$ cat src/rtl/fmul_stream.sv
// Streaming IEEE-754 binary32 multiplier with valid/ready handshake and sideband tag.
// Three core stages (unpack/multiply, normalise, round/pack) plus LATENCY-3 delay stages.
module fmul_stream #(
   parameter int unsigned LATENCY = 3,
   parameter int unsigned TAG_W   = 4
) (
   input  logic             clk,
   input  logic             rst_n,
   input  logic             in_valid,
   output logic             in_ready,
   input  logic [31:0]      in_a,
   input  logic [31:0]      in_b,
   input  logic [TAG_W-1:0] in_tag,
   output logic             out_valid,
   input  logic             out_ready,
   output logic [31:0]      out_result,
   output logic [TAG_W-1:0] out_tag,
   output logic [3:0]       out_flags
);

   localparam int unsigned NumExtra = LATENCY - 3;

   logic adv;

   logic [7:0]  exp_a, exp_b;
   logic [22:0] frac_a, frac_b;
   logic        nan_a, nan_b, inf_a, inf_b, zero_a, zero_b, snan;

   logic                    s1_valid_q, s1_valid_d, s1_sign_q, s1_sign_d;
   logic                    s1_special_q, s1_special_d;
   logic signed [9:0]       s1_exp_q, s1_exp_d;
   logic [47:0]             s1_prod_q, s1_prod_d;
   logic [31:0]             s1_spec_res_q, s1_spec_res_d;
   logic [3:0]              s1_spec_flags_q, s1_spec_flags_d;
   logic [TAG_W-1:0]        s1_tag_q, s1_tag_d;

   logic                    s2_valid_q, s2_valid_d, s2_sign_q, s2_sign_d;
   logic                    s2_special_q, s2_special_d;
   logic signed [9:0]       s2_exp_q, s2_exp_d;
   logic [23:0]             s2_mant_q, s2_mant_d;
   logic                    s2_grd_q, s2_grd_d, s2_rnd_q, s2_rnd_d, s2_stk_q, s2_stk_d;
   logic [31:0]             s2_spec_res_q, s2_spec_res_d;
   logic [3:0]              s2_spec_flags_q, s2_spec_flags_d;
   logic [TAG_W-1:0]        s2_tag_q, s2_tag_d;

   logic                    round_up;
   logic [24:0]             mant_rnd;
   logic signed [9:0]       exp_rnd;
   logic [22:0]             frac_rnd;

   // Index 0 is the round/pack stage; higher indices are pure delay stages.
   logic                    pipe_valid_q [NumExtra+1];
   logic                    pipe_valid_d [NumExtra+1];
   logic [31:0]             pipe_res_q   [NumExtra+1];
   logic [31:0]             pipe_res_d   [NumExtra+1];
   logic [3:0]              pipe_flags_q [NumExtra+1];
   logic [3:0]              pipe_flags_d [NumExtra+1];
   logic [TAG_W-1:0]        pipe_tag_q   [NumExtra+1];
   logic [TAG_W-1:0]        pipe_tag_d   [NumExtra+1];

   assign out_valid  = pipe_valid_q[NumExtra];
   assign out_result = pipe_res_q[NumExtra];
   assign out_flags  = pipe_flags_q[NumExtra];
   assign out_tag    = pipe_tag_q[NumExtra];

   // Whole pipeline moves or holds as one, bubbles included.
   assign in_ready = !out_valid || out_ready;
   assign adv      = in_ready;

   assign exp_a  = in_a[30:23];
   assign exp_b  = in_b[30:23];
   assign frac_a = in_a[22:0];
   assign frac_b = in_b[22:0];
   assign nan_a  = (exp_a == 8'hFF) && (frac_a != 23'd0);
   assign nan_b  = (exp_b == 8'hFF) && (frac_b != 23'd0);
   assign inf_a  = (exp_a == 8'hFF) && (frac_a == 23'd0);
   assign inf_b  = (exp_b == 8'hFF) && (frac_b == 23'd0);
   // Subnormals count as zero.
   assign zero_a = (exp_a == 8'h00);
   assign zero_b = (exp_b == 8'h00);
   assign snan   = (nan_a && !frac_a[22]) || (nan_b && !frac_b[22]);

   always_comb begin
      s1_valid_d      = in_valid;
      s1_sign_d       = in_a[31] ^ in_b[31];
      s1_exp_d        = $signed({2'b00, exp_a}) + $signed({2'b00, exp_b}) - 10'sd127;
      s1_prod_d       = {24'd0, 1'b1, frac_a} * {24'd0, 1'b1, frac_b};
      s1_tag_d        = in_tag;
      s1_special_d    = 1'b1;
      s1_spec_res_d   = 32'h7FC0_0000;
      s1_spec_flags_d = 4'b0000;
      if (nan_a || nan_b) begin
         s1_spec_flags_d = {snan, 3'b000};
      end else if ((zero_a && inf_b) || (inf_a && zero_b)) begin
         s1_spec_flags_d = 4'b1000;
      end else if (inf_a || inf_b) begin
         s1_spec_res_d = {s1_sign_d, 8'hFF, 23'd0};
      end else if (zero_a || zero_b) begin
         s1_spec_res_d = {s1_sign_d, 31'd0};
      end else begin
         s1_special_d  = 1'b0;
         s1_spec_res_d = 32'd0;
      end
   end

   always_comb begin
      s2_valid_d      = s1_valid_q;
      s2_sign_d       = s1_sign_q;
      s2_special_d    = s1_special_q;
      s2_spec_res_d   = s1_spec_res_q;
      s2_spec_flags_d = s1_spec_flags_q;
      s2_tag_d        = s1_tag_q;
      if (s1_prod_q[47]) begin
         s2_exp_d  = s1_exp_q + 10'sd1;
         s2_mant_d = s1_prod_q[47:24];
         s2_grd_d  = s1_prod_q[23];
         s2_rnd_d  = s1_prod_q[22];
         s2_stk_d  = |s1_prod_q[21:0];
      end else begin
         s2_exp_d  = s1_exp_q;
         s2_mant_d = s1_prod_q[46:23];
         s2_grd_d  = s1_prod_q[22];
         s2_rnd_d  = s1_prod_q[21];
         s2_stk_d  = |s1_prod_q[20:0];
      end
   end

   always_comb begin
      round_up = s2_grd_q && (s2_rnd_q || s2_stk_q || s2_mant_q[0]);
      mant_rnd = {1'b0, s2_mant_q} + {24'd0, round_up};
      exp_rnd  = s2_exp_q + (mant_rnd[24] ? 10'sd1 : 10'sd0);
      frac_rnd = mant_rnd[24] ? mant_rnd[23:1] : mant_rnd[22:0];

      pipe_valid_d[0] = s2_valid_q;
      pipe_tag_d[0]   = s2_tag_q;
      if (s2_special_q) begin
         pipe_res_d[0]   = s2_spec_res_q;
         pipe_flags_d[0] = s2_spec_flags_q;
      end else if (exp_rnd >= 10'sd255) begin
         pipe_res_d[0]   = {s2_sign_q, 8'hFF, 23'd0};
         pipe_flags_d[0] = 4'b0101;
      end else if (exp_rnd <= 10'sd0) begin
         pipe_res_d[0]   = {s2_sign_q, 31'd0};
         pipe_flags_d[0] = 4'b0011;
      end else begin
         pipe_res_d[0]   = {s2_sign_q, exp_rnd[7:0], frac_rnd};
         pipe_flags_d[0] = {3'b000, s2_grd_q | s2_rnd_q | s2_stk_q};
      end

      for (int i = 1; i <= int'(NumExtra); i++) begin
         pipe_valid_d[i] = pipe_valid_q[i-1];
         pipe_res_d[i]   = pipe_res_q[i-1];
         pipe_flags_d[i] = pipe_flags_q[i-1];
         pipe_tag_d[i]   = pipe_tag_q[i-1];
      end
   end

   always_ff @(posedge clk or negedge rst_n) begin
      if (!rst_n) begin
         s1_valid_q      <= 1'b0;
         s1_sign_q       <= 1'b0;
         s1_special_q    <= 1'b0;
         s1_exp_q        <= '0;
         s1_prod_q       <= '0;
         s1_spec_res_q   <= '0;
         s1_spec_flags_q <= '0;
         s1_tag_q        <= '0;
         s2_valid_q      <= 1'b0;
         s2_sign_q       <= 1'b0;
         s2_special_q    <= 1'b0;
         s2_exp_q        <= '0;
         s2_mant_q       <= '0;
         s2_grd_q        <= 1'b0;
         s2_rnd_q        <= 1'b0;
         s2_stk_q        <= 1'b0;
         s2_spec_res_q   <= '0;
         s2_spec_flags_q <= '0;
         s2_tag_q        <= '0;
         for (int i = 0; i <= int'(NumExtra); i++) begin
            pipe_valid_q[i] <= 1'b0;
            pipe_res_q[i]   <= '0;
            pipe_flags_q[i] <= '0;
            pipe_tag_q[i]   <= '0;
         end
      end else if (adv) begin
         s1_valid_q      <= s1_valid_d;
         s1_sign_q       <= s1_sign_d;
         s1_special_q    <= s1_special_d;
         s1_exp_q        <= s1_exp_d;
         s1_prod_q       <= s1_prod_d;
         s1_spec_res_q   <= s1_spec_res_d;
         s1_spec_flags_q <= s1_spec_flags_d;
         s1_tag_q        <= s1_tag_d;
         s2_valid_q      <= s2_valid_d;
         s2_sign_q       <= s2_sign_d;
         s2_special_q    <= s2_special_d;
         s2_exp_q        <= s2_exp_d;
         s2_mant_q       <= s2_mant_d;
         s2_grd_q        <= s2_grd_d;
         s2_rnd_q        <= s2_rnd_d;
         s2_stk_q        <= s2_stk_d;
         s2_spec_res_q   <= s2_spec_res_d;
         s2_spec_flags_q <= s2_spec_flags_d;
         s2_tag_q        <= s2_tag_d;
         for (int i = 0; i <= int'(NumExtra); i++) begin
            pipe_valid_q[i] <= pipe_valid_d[i];
            pipe_res_q[i]   <= pipe_res_d[i];
            pipe_flags_q[i] <= pipe_flags_d[i];
            pipe_tag_q[i]   <= pipe_tag_d[i];
         end
      end
   end

endmodule

$ cat config.mk
export PLATFORM = sky130hd
export DESIGN_NAME = fmul_stream
export DESIGN_NICKNAME = d
export VERILOG_FILES = /design/src/rtl/fmul_stream.sv
export SDC_FILE = /design/constraint.sdc
export NUM_CORES = 2
export LEC_CHECK = 0
export CORE_MARGIN = 2
export CORE_UTILIZATION = 31
export DETAILED_ROUTE_END_ITERATION = 10
export SYNTH_ARGS = -nofsm -noshare
export SYNTH_HDL_FRONTEND = slang
export SYNTH_SLANG_ARGS = --single-unit
$ cat constraint.sdc
create_clock -name clk -period 4.3 [get_ports clk]
set_input_delay 0.43 -clock clk [delete_from_list [all_inputs] [get_ports clk]]
set_output_delay 0.43 -clock clk [all_outputs]
set_load 0.01 [all_outputs]
Yosys cells after proc, flatten, opt, wreduce, memory -nomap -nowiden
Cells that the tools add are included.
{"block": "totals", "register_bits": 222, "inputBits": 72, "output_inout_bits": 42, "elab_cells": 87}
{"block": "op_classes", "addsub": 5, "n_mul": 1, "magnitude_cmp": 2, "eq_ne": 2, "mux": 23, "n_bitwise": 3, "n_reduce_logical": 28}
{"cell": "two-way mux 32 bit", "n": 5}
{"cell": "two-way mux 31 bit", "n": 2}
{"cell": "multiplier 24 x 24 -> 48 bit", "n": 1}
{"cell": "logical NOT 23 bit", "n": 2}
{"cell": "nonzero test 23 bit", "n": 2}
{"cell": "adder 24 x 1 -> 25 bit", "n": 1}
{"cell": "two-way mux 24 bit", "n": 1}
{"cell": "two-way mux 23 bit", "n": 1}
{"cell": "OR reduction 22 bit", "n": 1}
{"cell": "OR reduction 21 bit", "n": 1}
{"cell": "equality test 8 bit, second input constant", "n": 2}
{"cell": "logical NOT 8 bit", "n": 2}
{"cell": "two-way mux 4 bit", "n": 3}
{"cell": "adder 10 x 2 -> 10 bit", "n": 1}
{"cell": "adder 10 x 2 -> 10 bit, second input constant", "n": 1}
{"cell": ">= comparator 10 x 9 -> 1 bit, second input constant", "n": 1}
{"cell": "less-or-equal comparator 10 x 1 -> 1 bit, second input constant", "n": 1}
{"cell": "two-way mux 10 bit", "n": 1}
{"cell": "subtractor 9 x 7 -> 10 bit, second input constant", "n": 1}
{"cell": "adder 8 x 8 -> 9 bit", "n": 1}
{"cell": "logical AND 1 bit", "n": 9}
{"cell": "logical OR 1 bit", "n": 8}
{"cell": "two-way mux 1 bit", "n": 8}
{"cell": "logical NOT 1 bit", "n": 3}
{"cell": "other kinds (4)", "n": 5}

Longest topological paths before layout
{"block": "depth", "word_depth": 10, "depth_mapped": 26, "depth_no_buf": 24}

Worst setup path before layout
OpenSTA, ideal clock, no wires.
{"block": "synth_path", "path_kind": "in2reg", "from": "input in_b[3]", "to": "register s1_prod_q[43]", "setup_time_ns": 0.122, "arrival_ns": 6.609, "required_time_ns": 4.178, "setup_slack_ns": -2.432, "path_stages": 26, "n_path_buf": 2, "cell_sequence": "clkbuf_1 > nand2_1 > fa_1 > inv_1 > fa_1 > inv_1 > fa_1 > inv_1 > fa_1 > inv_1 > fa_1 > inv_1 > fa_1 > inv_1 > fa_1 > inv_1 > ha_1 > clkbuf_1 > a21oi_1 > o21ai_0 > a41oi_1 > a21oi_1 > o2111a_1 > o211ai_1 > or4b_1 > nor3b_1"}
{"block": "synth_via", "elab_chain_len": 1}
{"item": "start, declared", "line": "12", "text": "input logic [31:0] in_b,"}
{"item": "multiplier 24 x 24 -> 48 bit", "line": "87", "text": "s1_prod_d = {24'd0, 1'b1, frac_a} * {24'd0, 1'b1, frac_b};"}
{"item": "end signal, assigned", "line": "190", "text": "s1_prod_q <= s1_prod_d;"}
{"item": "end, declared", "line": "32", "text": "logic [47:0] s1_prod_q, s1_prod_d;"}
Every way passes these cells.
A chain may end at the register's enable or synchronous reset.

Worst setup path in the final report
{"block": "layout_path", "from": "input in_a[12]", "to": "register s1_prod_q[43]"}
{"block": "layout_via", "elab_chain_len": 1}
{"item": "start, declared", "line": "11", "text": "input logic [31:0] in_a,"}
{"item": "multiplier 24 x 24 -> 48 bit", "line": "87"}
Every way passes these cells.

==> results.md <==
- Commonest non-fill, non-tap cell in the layout: inv_1
- WP data arrival: 6.65 ns
- Max-cap violations: 0
- Ys Warns: 0
- Vias in the first global route: 22700
- DIE AREA: 87400 um2
- Vias: approximately 21000
- Worst-path clk slew: approximately 0.070 ns
- Total gr overflow: 0
- Placer Congestion: 0.892
- Hold Worst Slack: 0.0783 ns
- Rows: approximately 110
- WS Path Type: input port to flip-flop
- Syn avg cell area: 8.94 um2
- Worst-skew pair later-pin latency: between 0.4 and 0.5 ns
- Fmax: 158 MHz
- Endpoint class of the critical path: flip-flop
- RSZ-0062 raised after global routing: true
- Slew margin rel.: 41.1%
- Worst hold path type: input port to asynchronous set/reset pin
- # setup viols final: 40
- Post-layout nets: 4173
- Crit-path cells: buf_4, buf_8, and2_1, fa_2, inv_1, fa_1, inv_1, fa_2, fa_2, fa_2, fa_1, inv_1, fa_1, inv_2, ha_4, a21oi_2, o21ai_4, inv_1, nand3_1, o2111a_2, o211ai_1, or4b_1, nor3b_2
- Layout Skew: roughly 0.012 ns
- Final Hold Fails: 0
- Largest net degree at the start of global routing: ~180
- Fin crit share: 147%
- Ratio of cells with drive above 1 in the final layout: 27.9%
- Root buffer cell: clkbuf_16
- Num CTS Buffers: 17
- DIE WIDTH: 296 um
- Most frequent cells in the layout: inv_1 (485), nand2_1 (431), fa_1 (431)
- Post-route ant nets: 0
- I/O Buffers: between 100 and 150
- Slew Viols, Final: 0
- Outcome: finished, violations left
- Drt first-iter violations: approximately 1100
- Worst-margin pin slew: between 0.8 and 0.9 ns
- CTS Buffer Depth: 2
- Dpl hpwl: 61.8 mm
- Asr flop ratio synth: between 90% and 100%
- Mapped Area: 26400 um2
- First-pass iteration count of the detailed router: 5
- Post-Synthesis Cells: around 3000
- GR Util All Layers: 18.3%
- Startpoint types: input port
- Critical Path Max Stage Delay: 0.59 ns
- P&R area growth vs syn: 35.3%
- Slowest stage cell, crit path: fa_2
- Register area share after synthesis: 15.0%
- Number of synthesized register bits: approximately 160
- Post-synth cell types: 67
- Antenna violations before repair: 0
- Placed Cells: about 4400
- I/O pin total: 114
- Final setup margin: -2.02 ns
- Max Fanout on Critical Path: 8
- Synth Net Count: 3697
- Core ar.: around 84000 um2
- Global-route wire length before repair: 125 mm
- Most common flop cell mapped by yosys: dfrtp_1
- Die Ht: just under 300 um
- Post-synth EDFFs: 0
- CTS tree: built
- Final Cell Area: between 30000 and 40000 um2
- Htree depth: 4
- Drc violations: 0
- Placed inst area: about 32000 um2
- Vias per inst: 4.68
- Worst Path Required: approximately 4.6 ns
- Non-Filler Instances: 4573
- Routed WL: 78.3 mm
- Failing checks: negative setup slack
- CTS sink count: 158
- Initial Utilization: 31.4%
- Min Tclk post-route: 6.32 ns
- ANT cells: 0
- DR WL/cell: 17.1 um
- Hold Buf Count CTS: 0
==> repair_timing <==
| item | in CTS | in global routing |
|---|---|---|
| gates resized for setup | 556 | 235 |
| cloned | 8 | 1 |
| endpoints found under the setup margin | 41 | 43 |
| pin swaps | 225 | 147 |
| endpoints found under the hold margin | 0 | 0 |
| buffers inserted | 125 | 47 |
==> cells by family (layout without fill, tap and decap cells) <==
logic type | count (synthesis) | after routing | synth area share [%]
compound gates | 295 | 295 | 7.03
xor+xnor | 84 | 84 | 2.79
fa+ha+maj | 675 | 675 | 45.8
buf+inv | 711 | 1200 | 10.1
flops | 158 | 158 | 15.0
mux | 29 | 29 | 1.10
simple gates | 998 | 998 | 18.1
==> stage by stage <==
step,worst slack (ns),setup TNS [ns],util [%]
finish,-2.02,-60.95,42.5
global route,-2.24,-67.41,42.5
CTS,-2.02,-60.20,41.6
detailed placement,-3.05,-101.14,37.8
global placement,-3.00,-99.86,37.8
floorplan,-2.08,-58.46,-
==> path summary, 6_finish.rpt <==
check	start	end	slack, ns	cells after the start
max reg2reg	s2_mant_q[0]	out_flags[0]	0.40	17
min	rst_n	out_result[23]	0.08	1
max in group asynchronous	rst_n	s1_prod_q[26]	3.33	2
max	in_a[12]	s1_prod_q[43]	-2.02	23
min in group clk	s1_prod_q[3]	s1_prod_q[3]	0.47	2
min reg2reg	s1_prod_q[3]	s1_prod_q[3]	0.47	2
==> flip-flops by register name, summed over array words and instances (netlist names), 3 cells and up <==
register       count
s1_exp_q          10
s1_prod_q         48
s2_exp_q          10
out_flags          4
s1_tag_q           4
s1_spec_res_q      3
out_result        32
s2_spec_res_q      3
pipe_tag_d         4
s2_mant_q         24
out_tag            4
==> worst max-delay path, delay by kind of cell <==
| kind | cells | cell delay [ns] |
|---|---|---|
| AO/OA/AOI/OAI | 4 | 0.89 |
| AND/OR/NAND/NOR | 4 | 0.90 |
| adder cells (fa/ha/maj) | 8 | 3.83 |
| buffers and inverters | 7 | 0.57 |
==> cells in the mapped netlist (7+ instances only) <==
library cell / count / area [um2]
and3_1: 23 / 144
mux2i_1: 29 / 290
inv_1: 559 / 2100
a221o_1: 7 / 70.1
nand3_1: 32 / 160
o21bai_1: 12 / 90.1
a31oi_1: 9 / 56.3
xor2_1: 36 / 315
xnor2_1: 48 / 420
o21ai_0: 81 / 405
fa_1: 483 / 9670
nor3_1: 16 / 80.1
a21oi_1: 92 / 460
nor4_1: 19 / 119
dfrtp_1: 158 / 3950
nand4_1: 23 / 144
clkbuf_1: 139 / 522
a22o_1: 9 / 78.8
nand2_1: 475 / 1780
ha_1: 192 / 2400
nor2_1: 107 / 402
and2_1: 261 / 1630
a21o_1: 26 / 195
==> final cells by class <==
class / instances / area (um2)
clock buffers: 19 / 453
clock inverters: 13 / 154
fillers: 8060 / 48300
inverters: 563 / 2150
multi-input cells: 2081 / 21400
flip-flops and latches: 158 / 3950
well taps: 1134 / 1420
repair buffers: 605 / 6160
==> layer usage <==
metal | global-route usage, % | up-vias | part of all wire (%)
met5 | 0 | - | 0
met4 | 4.37 | 0 | 2.1
met3 | 1.81 | 100 | 4.2
met2 | 30.9 | 493 | 48
met1 | 25.1 | 10800 | 45
li1 | - | 9982 | -
Power is not shown: default switching activity piles up to over one toggle a cycle in this logic, so the estimate is an artifact.
